==> config.mk <==
export PLATFORM = sky130hd
export DESIGN_NAME = cfg_bank_ctrl_flat
export DESIGN_NICKNAME = d
export VERILOG_FILES = /design/src/rtl/cfg_bank_ctrl_if.sv /design/src/rtl/cfg_bank_ctrl.sv /design/src/flat_wrapper.sv
export SDC_FILE = /design/constraint.sdc
export NUM_CORES = 1
export LEC_CHECK = 0
export BUFFER_PORTS_ARGS = -buffer_cell sky130_fd_sc_hd__buf_2
export CAP_MARGIN = 20
export CORE_MARGIN = 3
export CORE_UTILIZATION = 50
export CTS_CLUSTER_DIAMETER = 100
export CTS_CLUSTER_SIZE = 10
export DETAILED_ROUTE_END_ITERATION = 8
export PLACE_DENSITY = 0.65
export SYNTH_ARGS = -nofsm -noshare
export SYNTH_HDL_FRONTEND = slang
export SYNTH_SLANG_ARGS = --single-unit
==> constraint.sdc <==
create_clock -name clk -period 6.7 [get_ports clk]
set_input_delay 0.335 -clock clk [delete_from_list [all_inputs] [get_ports clk]]
set_output_delay 0.335 -clock clk [all_outputs]
set_load 0.02 [all_outputs]
==> src/rtl/cfg_bank_ctrl_if.sv <==
// Bundles the byte-load strobes, the active-bank read port and the status flags of cfg_bank_ctrl.
// The master side is the packet source and raster reader; the slave side is the controller.
interface cfg_bank_ctrl_if #(
  parameter int IDXW = 6
);
  logic            update_reg;
  logic [IDXW-1:0] idx;
  logic [7:0]      read_data;
  logic            pc_ready;
  logic            frame_start;
  logic            clear_err;
  logic [IDXW-1:0] rd_idx;
  logic [7:0]      rd_data;
  logic            cfg_valid;
  logic            frame_commit;
  logic            busy;
  logic            seq_err;
  logic            tmo_err;
  logic            ovr_err;

  modport master (
    output update_reg, idx, read_data, pc_ready, frame_start, clear_err, rd_idx,
    input  rd_data, cfg_valid, frame_commit, busy, seq_err, tmo_err, ovr_err
  );

  modport slave (
    input  update_reg, idx, read_data, pc_ready, frame_start, clear_err, rd_idx,
    output rd_data, cfg_valid, frame_commit, busy, seq_err, tmo_err, ovr_err
  );
endinterface

==> src/rtl/cfg_bank_ctrl.sv <==
// Double-buffered config bank: packets load into the shadow bank, and the banks swap on the
// first frame_start after a complete packet, so a frame only ever reads a whole packet.
module cfg_bank_ctrl #(
  parameter int NBYTES      = 55,
  parameter int IDXW        = 6,
  parameter int TIMEOUT_CYC = 1000000
) (
  input  logic              clk,
  input  logic              reset,
  cfg_bank_ctrl_if.slave    bus
);
  localparam int EXPW = $clog2(NBYTES + 1);
  localparam int TW   = $clog2(TIMEOUT_CYC + 1);
  localparam int CW   = (IDXW > EXPW) ? IDXW : EXPW;

  localparam logic [EXPW-1:0] EXP_FULL = EXPW'(NBYTES);
  localparam logic [IDXW:0]   RD_LIM   = (IDXW + 1)'(NBYTES);
  localparam logic [TW-1:0]   TMO_LAST = TW'(TIMEOUT_CYC - 1);

  typedef enum logic [1:0] {
    IDLE = 2'd0,
    LOAD = 2'd1,
    PEND = 2'd2
  } state_t;

  state_t          state, state_n;
  logic            act_sel, act_sel_n;
  logic [EXPW-1:0] exp, exp_n;
  logic [TW-1:0]   tmo_cnt, tmo_cnt_n;
  logic            cfg_valid_q, cfg_valid_n;
  logic            frame_commit_q, frame_commit_n;
  logic            seq_err_q, tmo_err_q, ovr_err_q;
  logic            set_seq, set_tmo, set_ovr;
  logic            wr_en;
  logic [IDXW-1:0] wr_addr;

  logic [7:0] bank0 [NBYTES];
  logic [7:0] bank1 [NBYTES];

  always_ff @(posedge clk or posedge reset) begin
    if (reset) begin
      state          <= IDLE;
      act_sel        <= 1'b0;
      exp            <= '0;
      tmo_cnt        <= '0;
      cfg_valid_q    <= 1'b0;
      frame_commit_q <= 1'b0;
      seq_err_q      <= 1'b0;
      tmo_err_q      <= 1'b0;
      ovr_err_q      <= 1'b0;
    end else begin
      state          <= state_n;
      act_sel        <= act_sel_n;
      exp            <= exp_n;
      tmo_cnt        <= tmo_cnt_n;
      cfg_valid_q    <= cfg_valid_n;
      frame_commit_q <= frame_commit_n;
      // a set event in the same cycle as clear_err keeps the flag up
      seq_err_q      <= set_seq | (seq_err_q & ~bus.clear_err);
      tmo_err_q      <= set_tmo | (tmo_err_q & ~bus.clear_err);
      ovr_err_q      <= set_ovr | (ovr_err_q & ~bus.clear_err);
    end
  end

  always_comb begin
    state_n        = state;
    act_sel_n      = act_sel;
    exp_n          = exp;
    tmo_cnt_n      = tmo_cnt;
    cfg_valid_n    = cfg_valid_q;
    frame_commit_n = 1'b0;
    set_seq        = 1'b0;
    set_tmo        = 1'b0;
    set_ovr        = 1'b0;
    wr_en          = 1'b0;
    wr_addr        = '0;

    unique case (state)
      IDLE: begin
        if (bus.update_reg) begin
          if (bus.idx == '0) begin
            wr_en     = 1'b1;
            exp_n     = EXPW'(1);
            tmo_cnt_n = '0;
            state_n   = LOAD;
          end else begin
            set_seq = 1'b1;
          end
        end
      end

      LOAD: begin
        if (bus.update_reg && bus.pc_ready) begin
          set_seq = 1'b1;
          state_n = IDLE;
        end else if (bus.update_reg) begin
          if (CW'(bus.idx) == CW'(exp) && exp < EXP_FULL) begin
            wr_en     = 1'b1;
            wr_addr   = IDXW'(exp);
            exp_n     = exp + 1'b1;
            tmo_cnt_n = '0;
          end else begin
            set_seq = 1'b1;
            state_n = IDLE;
          end
        end else if (bus.pc_ready) begin
          if (exp == EXP_FULL) begin
            state_n = PEND;
          end else begin
            set_seq = 1'b1;
            state_n = IDLE;
          end
        end else if (tmo_cnt == TMO_LAST) begin
          set_tmo = 1'b1;
          state_n = IDLE;
        end else if (tmo_cnt != {TW{1'b1}}) begin
          tmo_cnt_n = tmo_cnt + 1'b1;
        end
      end

      PEND: begin
        if (bus.update_reg) begin
          set_ovr = 1'b1;
        end
        if (bus.frame_start) begin
          act_sel_n      = ~act_sel;
          cfg_valid_n    = 1'b1;
          frame_commit_n = 1'b1;
          state_n        = IDLE;
        end
      end

      default: state_n = IDLE;
    endcase
  end

  // banks hold data only; the shadow is the one act_sel is not pointing at
  always_ff @(posedge clk) begin
    if (wr_en) begin
      if (act_sel) begin
        bank0[wr_addr] <= bus.read_data;
      end else begin
        bank1[wr_addr] <= bus.read_data;
      end
    end
  end

  always_comb begin
    bus.rd_data = 8'h00;
    if (cfg_valid_q && ({1'b0, bus.rd_idx} < RD_LIM)) begin
      bus.rd_data = act_sel ? bank1[bus.rd_idx] : bank0[bus.rd_idx];
    end
  end

  assign bus.cfg_valid    = cfg_valid_q;
  assign bus.frame_commit = frame_commit_q;
  assign bus.busy         = (state != IDLE);
  assign bus.seq_err      = seq_err_q;
  assign bus.tmo_err      = tmo_err_q;
  assign bus.ovr_err      = ovr_err_q;
endmodule

==> src/flat_wrapper.sv <==
// flat-port wrapper written by rule: the top's interface ports become plain ports
module cfg_bank_ctrl_flat 
#(
  parameter int NBYTES      = 55,
  parameter int IDXW        = 6,
  parameter int TIMEOUT_CYC = 1000000
)
  (clk, reset, bus_update_reg, bus_idx, bus_read_data, bus_pc_ready, bus_frame_start, bus_clear_err, bus_rd_idx, bus_rd_data, bus_cfg_valid, bus_frame_commit, bus_busy, bus_seq_err, bus_tmo_err, bus_ovr_err);
  cfg_bank_ctrl_if #(.IDXW(IDXW)) bus_i ();
  input  logic clk;
  input  logic reset;
  input wire logic [$bits(bus_i.update_reg)-1:0] bus_update_reg;
  input wire logic [$bits(bus_i.idx)-1:0] bus_idx;
  input wire logic [$bits(bus_i.read_data)-1:0] bus_read_data;
  input wire logic [$bits(bus_i.pc_ready)-1:0] bus_pc_ready;
  input wire logic [$bits(bus_i.frame_start)-1:0] bus_frame_start;
  input wire logic [$bits(bus_i.clear_err)-1:0] bus_clear_err;
  input wire logic [$bits(bus_i.rd_idx)-1:0] bus_rd_idx;
  output wire logic [$bits(bus_i.rd_data)-1:0] bus_rd_data;
  output wire logic [$bits(bus_i.cfg_valid)-1:0] bus_cfg_valid;
  output wire logic [$bits(bus_i.frame_commit)-1:0] bus_frame_commit;
  output wire logic [$bits(bus_i.busy)-1:0] bus_busy;
  output wire logic [$bits(bus_i.seq_err)-1:0] bus_seq_err;
  output wire logic [$bits(bus_i.tmo_err)-1:0] bus_tmo_err;
  output wire logic [$bits(bus_i.ovr_err)-1:0] bus_ovr_err;
  assign bus_i.update_reg = bus_update_reg;
  assign bus_i.idx = bus_idx;
  assign bus_i.read_data = bus_read_data;
  assign bus_i.pc_ready = bus_pc_ready;
  assign bus_i.frame_start = bus_frame_start;
  assign bus_i.clear_err = bus_clear_err;
  assign bus_i.rd_idx = bus_rd_idx;
  assign bus_rd_data = bus_i.rd_data;
  assign bus_cfg_valid = bus_i.cfg_valid;
  assign bus_frame_commit = bus_i.frame_commit;
  assign bus_busy = bus_i.busy;
  assign bus_seq_err = bus_i.seq_err;
  assign bus_tmo_err = bus_i.tmo_err;
  assign bus_ovr_err = bus_i.ovr_err;
  cfg_bank_ctrl #(.NBYTES(NBYTES), .IDXW(IDXW), .TIMEOUT_CYC(TIMEOUT_CYC)) u_core (.clk(clk), .reset(reset), .bus(bus_i));
endmodule
==> out/results.tsv, run 1 <==
stage	metric	value	unit
status	status	complete, no violations	
floorplan	core	0.0717	mm²
logic_synthesis	synth_edf_count	880	
logic_synthesis	ys_warn_count	0	
critical_path	crit_arrival	4.34	ns
timing	rsz0062_at_grt	false	
timing	setup_slack	2.64	ns
grt	grt_pass1_wl	126000	µm
logic_synthesis	synth_cells	2005	
grt	track_usage	22.6	%
logic_synthesis	synth-simple-area-share	4.97	%
clock_network	cts_resized	0	
timing	min_period	4.06	ns
floorplan	dieArea	0.0759	mm²
cells_and_area	mostFrequentLayoutCell	edfxtp_1	
power_and_ir_drop	vdd_drop_max	0.231	mV
timing	drv_slew	0	
timing	setup-violations-final	0	
drt	drt-pass1-iter-count	7	
grt	antenna_found_initial	1	
cells_and_area	syn_to_final_growth	10.8	%
logic_synthesis	synth_top_family_by_area	multiplexers	
drt	vias_per_cell	6.26	
clock_network	clk_pin_slew_worst_paths	0.06	ns
drt	wl	84200	µm
grt	grt_pass1_vias	18863	
drt	detail-route-antenna-nets	0	
grt	grt_start_max_net_pins	79	
power_and_ir_drop	leakage	12.9	nW
timing	post-route-period-util	60.6	%
floorplan	start_util	50.6	%
clock_network	h-tree-depth	3	
critical_path	cp-end-kind	flip-flop	
placement	placed_cell_area	0.0375	mm²
placement	dpl.hpwl	50600	µm
logic_synthesis	synthAdderAreaFrac	0.0689	%
power_and_ir_drop	p_per_area	287	mW/mm²
timing	worst_pin_slew	1.10	ns
drt	drc	0	
floorplan	rows	98	
clock_network	numCtsBuffers	101	
clock_network	cts_sinks	914	
critical_path	required	6.97	ns
cells_and_area	diodes	0	
critical_path	crit_fanout	14	
critical_path	start_kind	flip-flop	
cells_and_area	final_cell_mix	880 x edfxtp_1, 159 x mux2i_1, 145 x mux4_2	
logic_synthesis	syn_area_per_cell	18.1	µm²
clock_network	cts-root-buf	clkbuf_16	
logic_synthesis	synth_compound_area_share	4.65	%
worst_hold_path	hp-class	input pin to flip-flop	
floorplan	die_h	276	µm
grt	overflow	0	
timing	relSlewSlack	26.7	%
timing	finClkSkew	0.0270	ns
logic_synthesis	ys.flop_type	edfxtp_1	
power_and_ir_drop	power.total	11.6	mW
logic_synthesis	syn_area	0.0363	mm²
logic_synthesis	synth_mux_area_share	13.4	%
cells_and_area	final_cell_area	0.0403	mm²
job	maxCapViolCount	0	
clock_network	cts_buffer_depth	3	
logic_synthesis	syn_nets	2033	
floorplan	dieWidth	276	µm
drt	wire_per_inst	27.7	µm
placement	gp_congestion	0.859	
logic_synthesis	synth-seq-area-share	75.1	%
timing	fmax	246	MHz
placement	dpl_worst_slack	2.62	ns
clock_network	clk_latency	0.65	ns
cells_and_area	fin_nets	2093	
drt	dr.first_iter.drc_count	2134	
logic_synthesis	yosys_register_bits	914	
logic_synthesis	synthXorXnorAreaFrac	0.241	%
placement	io_buffers	39	
cells_and_area	drive_gt1_share	16.4	%
timing	hold_viol	0	
critical_path	worstSetupPathType	flip-flop to flip-flop	
clock_network	cts_tree	built	
timing	setup-tns-final	0	ns
logic_synthesis	synth-async-reset-ratio	3.72	%
logic_synthesis	synth.distinct_cells	63	
drt	vias	18995	
floorplan	ios	40	
[cell families after synthesis]
logic type | count (synthesis)
AO/OA/AOI/OAI | 270
XOR/XNOR | 10
adder cells (fa/ha/maj) | 2
buffers and inverters | 130
flip-flops | 914
multiplexers | 305
AND/OR/NAND/NOR | 374
[critical path, stage by stage (launching register included)]
cell,delay (ns)
dfrtp_1,0.53
ha_1,0.31
a21oi_1,0.15
o211ai_1,0.15
a2111oi_2,0.79
nand4_1,0.86
nor2_1,0.90
[synthesized netlist by cell type (8+ instances only)]
cell	instances	share of area, %
and3_1	13	0.22
mux2i_1	159	4.4
or3_1	14	0.24
xnor2_1	8	0.19
o211ai_1	32	0.66
a31oi_1	13	0.22
nor2b_1	20	0.34
nor3_1	35	0.48
mux4_2	145	9.0
dfrtp_1	34	2.3
o22ai_1	48	0.83
a22oi_1	17	0.35
a21oi_1	65	0.90
buf_2	48	0.66
nor2_1	143	1.5
o21ai_0	52	0.72
inv_1	15	0.15
a211oi_1	16	0.33
buf_1	9	0.093
edfxtp_1	880	73
nand3_1	24	0.33
nand2_1	67	0.69
clkbuf_1	51	0.53
[registers in the layout, indices dropped and copies added, names as in the netlist]
signal                   count
u_core.bank0               440
u_core.bank1               440
u_core.tmo_cnt              20
u_core.exp                   6
u_core.state                 2
u_core.act_sel               1
u_core.bus.cfg_valid         1
u_core.bus.frame_commit      1
u_core.bus.ovr_err           1
u_core.bus.seq_err           1
u_core.bus.tmo_err           1
[cell type report]
class,count,area [µm²]
clock buffer,121,2700
timing repair buffer,71,518
sequential,914,27300
tap,950,1190
clock inverter,3,45.0
inverter,16,60.1
fill,5402,31500
multi-input combinational,961,8480
[routing by layer]
layer  global-route usage (%)  share of wire, %  wire length [µm]
met5                        0             0.012                10
met4                     6.00               2.4              2000
met3                     4.22               7.2              6060
met2                     35.9                48             40800
met1                     32.6                42             35400
[through the flow]
stage / cells / hold slack, ns / util [%]
floorplan: 2005 / 0.434 / -
global placement: 2907 / 0.448 / 52.2
detailed placement: 2907 / 0.456 / 52.2
CTS: 3034 / 0.00940 / 56.1
global route: 3036 / 0.0661 / 56.1
finish: 3036 / 0.0497 / 56.1
[where the power goes]
group	internal [mW]	switching, mW	leakage [nW]
Combinational	0.164	0.313	3.24
Sequential	6.27	0.00867	8.37
Clock	2.78	2.04	1.34
Total	9.22	2.36	12.9
[final timing paths]
path | start | to | slack, ns | depth (start not counted)
max | u_core.exp[0]$_DFFE_PP0P_ | u_core.bank0[27][3]$_DFFE_PP_ | 2.64 | 6
min | bus_update_reg | u_core.bus.seq_err$_DFF_PP0_ | 0.05 | 3
max reg2reg | u_core.exp[0]$_DFFE_PP0P_ | u_core.bank0[27][3]$_DFFE_PP_ | 2.64 | 6
min reg2reg | u_core.bus.seq_err$_DFF_PP0_ | u_core.bus.seq_err$_DFF_PP0_ | 0.51 | 2
max in group asynchronous | reset | u_core.act_sel$_DFFE_PP0P_ | 6.06 | 4
min in group asynchronous | reset | u_core.exp[5]$_DFFE_PP0P_ | 0.32 | 4
[timing repair]
item	4_1_cts	5_1_grt
buffers inserted	0	0
hold buffers	3	0
endpoints found under the hold margin	37	0
(Power assumes the default switching activity.)
==> run 2, diff against run 1 <==
clock period = 4.1 ns   (was 6.7 ns; I/O delays follow)
==> run 2 against run 1 <==
Net effect:
- worst setup slack worse by 2.2 ns
- routed wire length is 1.0% lower
- clock power increased by 64%
- power increased by 64%
- register-to-register slack worse by 2.2 ns
- critical path depth rose by 1
- highest routed layer unchanged
==> out/results.tsv, run 2 (same netlist as run 1, synthesis figures left out) <==
stage	metric	value	unit	change
floorplan	die_h	276	µm	unchanged
floorplan	core	0.0717	mm²	unchanged
power_and_ir_drop	clockPowerShare	41.6	%	about the same
power_and_ir_drop	p_sw_share	20.2	%	-0.17 points
cells_and_area	final_cell_mix	880 x edfxtp_1, 159 x mux2i_1, 145 x mux4_2		
critical_path	crit_fanout	14		unchanged
grt	grt_pass1_wl	125000	µm	-0.54%
drt	wire_per_inst	26.9	µm	-2.8%
timing	setup_slack	0.426	ns	-2.21 ns
power_and_ir_drop	internal_power	15.1	mW	+64%
cells_and_area	diodes	0		unchanged
drt	detail-route-antenna-nets	0		unchanged
power_and_ir_drop	switching_power	3.83	mW	+62%
critical_path	worstSetupPathType	flip-flop to flip-flop		
timing	worst_pin_slew	1.07	ns	-0.0301 ns
clock_network	cts-root-buf	clkbuf_16		
grt	grt_start_max_net_pins	82		+3.8%
floorplan	ios	40		unchanged
power_and_ir_drop	combPwrFrac	4.2	%	about the same
worst_hold_path	hp-start	bus_read_data[5]		
drt	vias	19044		+0.26%
clock_network	cts_buffer_depth	3		unchanged
power_and_ir_drop	p_per_area	465	mW/mm²	+62%
cells_and_area	final_util	56.8	%	+0.66 points
cells_and_area	mostFrequentLayoutCell	edfxtp_1		
clock_network	cts_sinks	914		unchanged
critical_path	start_kind	flip-flop		
clock_network	h-tree-depth	3		unchanged
floorplan	start_util	50.6	%	unchanged
worst_hold_path	min_path_cells	1		-2
timing	post-route-period-util	89.6	%	+29 points
cells_and_area	syn_to_final_growth	12.1	%	
timing	setup-tns-final	0	ns	unchanged
clock_network	clk_latency	0.65	ns	about the same
worst_hold_path	min_to	u_core.bank0[0][5]$_DFFE_PP_		
critical_path	cp-end-kind	flip-flop		
drt	vias_per_cell	6.16		-1.6%
cells_and_area	largest_registers	u_core.bank0: 440 flops, u_core.bank1: 440 flops, u_core.tmo_cnt: 20 flops		
cells_and_area	fill_cells	5376		-0.48%
clock_network	cts_resized	0		unchanged
power_and_ir_drop	vdd_drop_max	0.276	mV	+20%
drt	wl	83300	µm	-1.0%
timing	hold_viol	0		unchanged
timing	hold_ws	0.0950	ns	+0.0453 ns
timing	rsz0062_at_grt	false		
timing	fmax	272	MHz	+11%
status	status	complete, no violations		
placement	io_buffers	39		unchanged
timing	relSlewSlack	28.6	%	+1.9 points
grt	track_usage	22.4	%	-0.21 points
critical_path	reg2reg_depth	7		+1
placement	dp.cells	2950		+1.5%
grt	overflow	0		unchanged
critical_path	reg2reg_to	u_core.bank1[14][4]$_DFFE_PP_		
grt	antenna_found_initial	2		+1
grt	grt_pass1_vias	19332		+2.5%
cells_and_area	fin_cells	3093		+1.9%
critical_path	required	4.37	ns	-2.60 ns
critical_path	r2r-start	u_core.exp[0]$_DFFE_PP0P_		
clock_network	clk_pin_slew_worst_paths	0.06	ns	about the same
timing	setup-violations-final	0		unchanged
clock_network	numCtsBuffers	102		+0.99%
clock_network	cts_tree	built		
cells_and_area	drive_gt1_share	18.0	%	+1.5 points
cells_and_area	fin_nets	2140		+2.2%
floorplan	dieArea	0.0759	mm²	unchanged
job	maxCapViolCount	0		unchanged
placement	gp_congestion	0.897		+4.4%
worst_hold_path	hp-class	input pin to flip-flop		
timing	min_period	3.67	ns	-0.387 ns
timing	finClkSkew	0.0244	ns	-0.00256 ns
drt	dr.first_iter.drc_count	1911		-10%
drt	drt-pass1-iter-count	5		-2
critical_path	rrSetupSlack	0.43	ns	-2.21 ns
timing	drv_slew	0		unchanged
floorplan	dieWidth	276	µm	unchanged
floorplan	rows	98		unchanged
power_and_ir_drop	share_seq_of_total_power	54.1	%	about the same
power_and_ir_drop	leakage	13.2	nW	+2.1%
drt	drc	0		unchanged
critical_path	crit_arrival	3.94	ns	-0.40 ns
placement	dpl_worst_slack	0.401	ns	-2.21 ns
placement	dpl.hpwl	51300	µm	+1.4%
[run 2: changes by cell type in the layout (fill, tap and decap cells not counted), sizes merged]
cell and change:
inv +1, clkbuf +8, clkinv +1, clkinvlp +1, dlygate4sd3 +5, buf +41
[run 2: metrics by stage]
stage / power [mW] / area (µm²)
2_1_floorplan: 10.9 / 36300
3_3_place_gp: 11.2 / 37900
3_5_place_dp: 11.3 / 37900
4_1_cts: 19.1 / 40700
5_1_grt: 19.5 / 40700
6_report: 19.0 / 40700
[run 2: area by class of cell]
| cell class | count | area, µm² | share of cell area [%] |
|---|---|---|---|
| clock buffers | 129 | 2740 | 6.72 |
| inverters | 16 | 60.1 | 0.147 |
| clock inverters | 6 | 55.1 | 0.135 |
| well taps | 950 | 1190 | 2.92 |
| repair buffers | 117 | 943 | 2.32 |
| flip-flops and latches | 914 | 27300 | 67.0 |
| multi-input cells | 961 | 8480 | 20.8 |
[run 2: timing repair]
| item | CTS | global route |
|---|---|---|
| hold endpoints to repair | 41 | 0 |
| hold buffers | 8 | 0 |
| buffers inserted | 0 | 0 |
[run 2: power by group through the flow]
stage | Sequential [mW] | Clock (mW) | Combinational, mW
2_1_floorplan | 10.4 | 0 | 0.453
3_3_place_gp | 10.4 | 0 | 0.791
3_5_place_dp | 10.4 | 0 | 0.804
4_1_cts | 10.3 | 8.03 | 0.810
5_1_grt | 10.3 | 8.41 | 0.860
6_report | 10.3 | 7.90 | 0.802
[run 2: critical path: stages, from the launching register on]
cell,delay [ns]
dfrtp_1,0.52
ha_1,0.31
a21oi_1,0.16
o211ai_1,0.16
a2111o_1,0.51
nor2_4,0.20
nand2_1,0.61
nor2_1,0.80
[run 2: worst max path at each step]
stage                                    from                       endpoint  slack, ns  cells after the start
global placement    u_core.exp[0]$_DFFE_PP0P_   u_core.bank1[6][2]$_DFFE_PP_       0.53                      7
floorplan           u_core.exp[1]$_DFFE_PP0P_   u_core.bank1[2][0]$_DFFE_PP_       1.09                      9
detailed placement  u_core.exp[0]$_DFFE_PP0P_  u_core.bank1[14][4]$_DFFE_PP_       0.40                      7
finish              u_core.exp[0]$_DFFE_PP0P_  u_core.bank1[14][4]$_DFFE_PP_       0.43                      7
global route        u_core.exp[0]$_DFFE_PP0P_  u_core.bank0[14][1]$_DFFE_PP_       0.20                      7
CTS                 u_core.exp[0]$_DFFE_PP0P_  u_core.bank0[30][7]$_DFFE_PP_       0.38                      7
[run 2: layer usage]
metal / global-route usage [%] / vias to the layer above / part of all wire, %
met5: 0 / - / 0.029
met2: 35.6 / 757 / 48
met1: 32.1 / 9876 / 42
met3: 4.37 / 130 / 7.5
met4: 6.16 / 4 / 2.1
li1: - / 8277 / -
==> run 3, diff against run 2 <==
CORE_UTILIZATION = 30   (was 50)
PLACE_DENSITY = not set   (was 0.65)
==> run 3 against run 2 <==
Net effect:
- critical path depth up 1
- largest cell class unchanged
- via count grew 0.43%
- critical path type unchanged
- cell area grew 2.4%
- final cell count grew 22%
- critical endpoint is now u_core.bank1[8][4]$_DFFE_PP_
- sequential cell count unchanged
- die area up 65%
- clock skew increased by 0.032 ns
==> out/results.tsv, run 3 (same netlist as run 1, synthesis figures left out) <==
stage	metric	value	unit	change
clock_network	clk_pin_slew_worst_paths	0.06	ns	about the same
drt	wl_met1	36900	µm	+4.2%
timing	worst_pin_slew	1.14	ns	+0.0726 ns
drt	dr.max_layer_used	met4		
power_and_ir_drop	vdd_drop_max	0.304	mV	+9.9%
grt	grt_start_max_net_pins	89		+8.5%
job	maxCapViolCount	0		unchanged
clock_network	cts-root-buf	clkbuf_16		
timing	hold_viol	0		unchanged
drt	routed-wl-met2	41300	µm	+3.4%
floorplan	ios	40		unchanged
critical_path	reg2reg_to	u_core.bank1[8][4]$_DFFE_PP_		
grt	track_usage	13.9	%	-8.5 points
placement	dpl_worst_slack	0.474	ns	+0.0736 ns
worst_hold_path	min_path_cells	5		+4
cells_and_area	syn_to_final_growth	14.9	%	
worst_hold_path	hp-class	input pin to flip-flop		
cells_and_area	mostFrequentLayoutCell	edfxtp_1		
cells_and_area	multiInputGateArea	0.00848	mm²	unchanged
floorplan	dieWidth	354	µm	+28%
drt	dr.first_iter.drc_count	2149		+12%
floorplan	rows	127		+30%
drt	detail-route-antenna-nets	0		unchanged
timing	rsz0062_at_grt	false		
status	status	complete, no violations		
timing	post-route-period-util	89.9	%	+0.25 points
timing	setup-violations-final	0		unchanged
critical_path	start_kind	flip-flop		
clock_network	clk_latency	0.70	ns	+0.05 ns
drt	drc	0		unchanged
clock_network	cts_buffer_depth	3		unchanged
cells_and_area	seq_area	0.0273	mm²	unchanged
drt	vias	19126		+0.43%
placement	gp_congestion	0.858		-4.3%
cells_and_area	fill_cells	11228		+110%
drt	wl	88200	µm	+5.8%
critical_path	crit_fanout	14		unchanged
clock_network	numCtsBuffers	102		unchanged
timing	fmax	271	MHz	-0.28%
grt	antenna_found_initial	6		+4
timing	relSlewSlack	22.1	%	-6.5 points
floorplan	dieArea	0.125	mm²	+65%
critical_path	reg2reg_depth	8		+1
floorplan	start_util	30.2	%	-20 points
placement	dp.cells	3630		+23%
cells_and_area	drive_gt1_share	18.8	%	+0.85 points
floorplan	core	0.120	mm²	+67%
timing	setup-tns-final	0	ns	unchanged
clock_network	h-tree-depth	3		unchanged
cells_and_area	fin_nets	2160		+0.93%
grt	grt_pass1_vias	19676		+1.8%
grt	grt_pass1_wl	130000	µm	+3.9%
timing	setup_slack	0.416	ns	-0.0104 ns
drt	vias_per_cell	5.08		-18%
timing	min_period	3.68	ns	+0.0104 ns
cells_and_area	fin_cells	3767		+22%
clock_network	cts_sinks	914		unchanged
floorplan	die_h	354	µm	+28%
power_and_ir_drop	power.total	19.1	mW	+0.51%
critical_path	cp-end-kind	flip-flop		
drt	wl_met3	7350	µm	+18%
critical_path	worstSetupPathType	flip-flop to flip-flop		
critical_path	rrSetupSlack	0.42	ns	about the same
timing	drv_slew	0		unchanged
worst_hold_path	hp-start	bus_idx[4]		
timing	finClkSkew	0.0564	ns	+0.0320 ns
drt	drt-pass1-iter-count	5		unchanged
drt	wire_per_inst	23.4	µm	-13%
clock_network	cts_tree	built		
critical_path	required	4.39	ns	+0.02 ns
power_and_ir_drop	leakage	13.3	nW	+0.87%
placement	dpl.hpwl	54600	µm	+6.4%
cells_and_area	final_cell_mix	880 x edfxtp_1, 159 x mux2i_1, 145 x mux4_2		
worst_hold_path	min_to	u_core.bus.seq_err$_DFF_PP0_		
grt	overflow	0		unchanged
critical_path	r2r-start	u_core.exp[0]$_DFFE_PP0P_		
critical_path	crit_arrival	3.98	ns	+0.04 ns
cells_and_area	largest_registers	u_core.bank0: 440 flops, u_core.bank1: 440 flops, u_core.tmo_cnt: 20 flops		
power_and_ir_drop	p_per_area	457	mW/mm²	-1.9%
placement	io_buffers	39		unchanged
cells_and_area	final_util	34.7	%	-22 points
==> run 3: cell types whose count changed in the layout (fill, tap and decap cells not counted), sizes merged <==
cell	before	now
clkinvlp	1	0
clkinv	2	5
clkbuf	129	117
diode	0	2
inv	19	20
buf	109	128
==> run 3: worst max path at each step <==
stage                         startpoint                            to  slack, ns  cells past startpoint
2_1_floorplan  u_core.exp[1]$_DFFE_PP0P_  u_core.bank1[2][0]$_DFFE_PP_       1.09                      9
3_3_place_gp   u_core.exp[0]$_DFFE_PP0P_  u_core.bank1[8][5]$_DFFE_PP_       0.66                      8
3_5_place_dp   u_core.exp[0]$_DFFE_PP0P_  u_core.bank1[8][2]$_DFFE_PP_       0.47                      8
4_1_cts        u_core.exp[0]$_DFFE_PP0P_  u_core.bank1[8][5]$_DFFE_PP_       0.48                      8
5_1_grt        u_core.exp[0]$_DFFE_PP0P_  u_core.bank1[8][5]$_DFFE_PP_       0.22                      8
6_report       u_core.exp[0]$_DFFE_PP0P_  u_core.bank1[8][4]$_DFFE_PP_       0.42                      8
==> run 3: through the flow <==
| stage | area, µm² | hold slack (ns) |
|---|---|---|
| 2_1_floorplan | 36300 | 0.304 |
| 3_3_place_gp | 38800 | 0.327 |
| 3_5_place_dp | 38800 | 0.335 |
| 4_1_cts | 41700 | 0.00500 |
| 5_1_grt | 41700 | 0.0355 |
| 6_report | 41700 | 0.0715 |
==> run 3: power breakdown <==
part	total, mW	internal, mW	switching (mW)
clock	8.00	4.49	3.51
sequential	10.3	10.2	0.0141
combinational	0.804	0.284	0.520
total	19.1	15.0	4.04
==> run 3: final cells by class <==
class | count | share of cell area, %
diodes | 2 | 0.0120
inverters | 16 | 0.144
well taps | 1612 | 4.83
clock inverters | 9 | 0.471
clock buffers | 116 | 6.27
multi-input cells | 961 | 20.3
repair buffers | 137 | 2.60
flip-flops and latches | 914 | 65.4
==> run 3: repair_timing <==
item                      CTS  global route
hold endpoints to repair   63            27
buffers inserted            0             0
gates resized for setup     0             0
hold buffers                7             1
==> run 3: critical path: stages (launching register included) <==
cell       delay [ns]
dfrtp_1          0.52
ha_1             0.30
a21oi_1          0.14
o211ai_1         0.16
a2111oi_2        0.48
buf_4            0.24
and3_1           0.38
nand2_1          0.35
nor2_1           0.75
==> run 3: layer usage <==
layer	vias up	global-route usage (%)
met2	727	21.8
met1	9929	18.8
met5	-	0.731
met3	157	3.31
met4	0	4.76
li1	8313	-
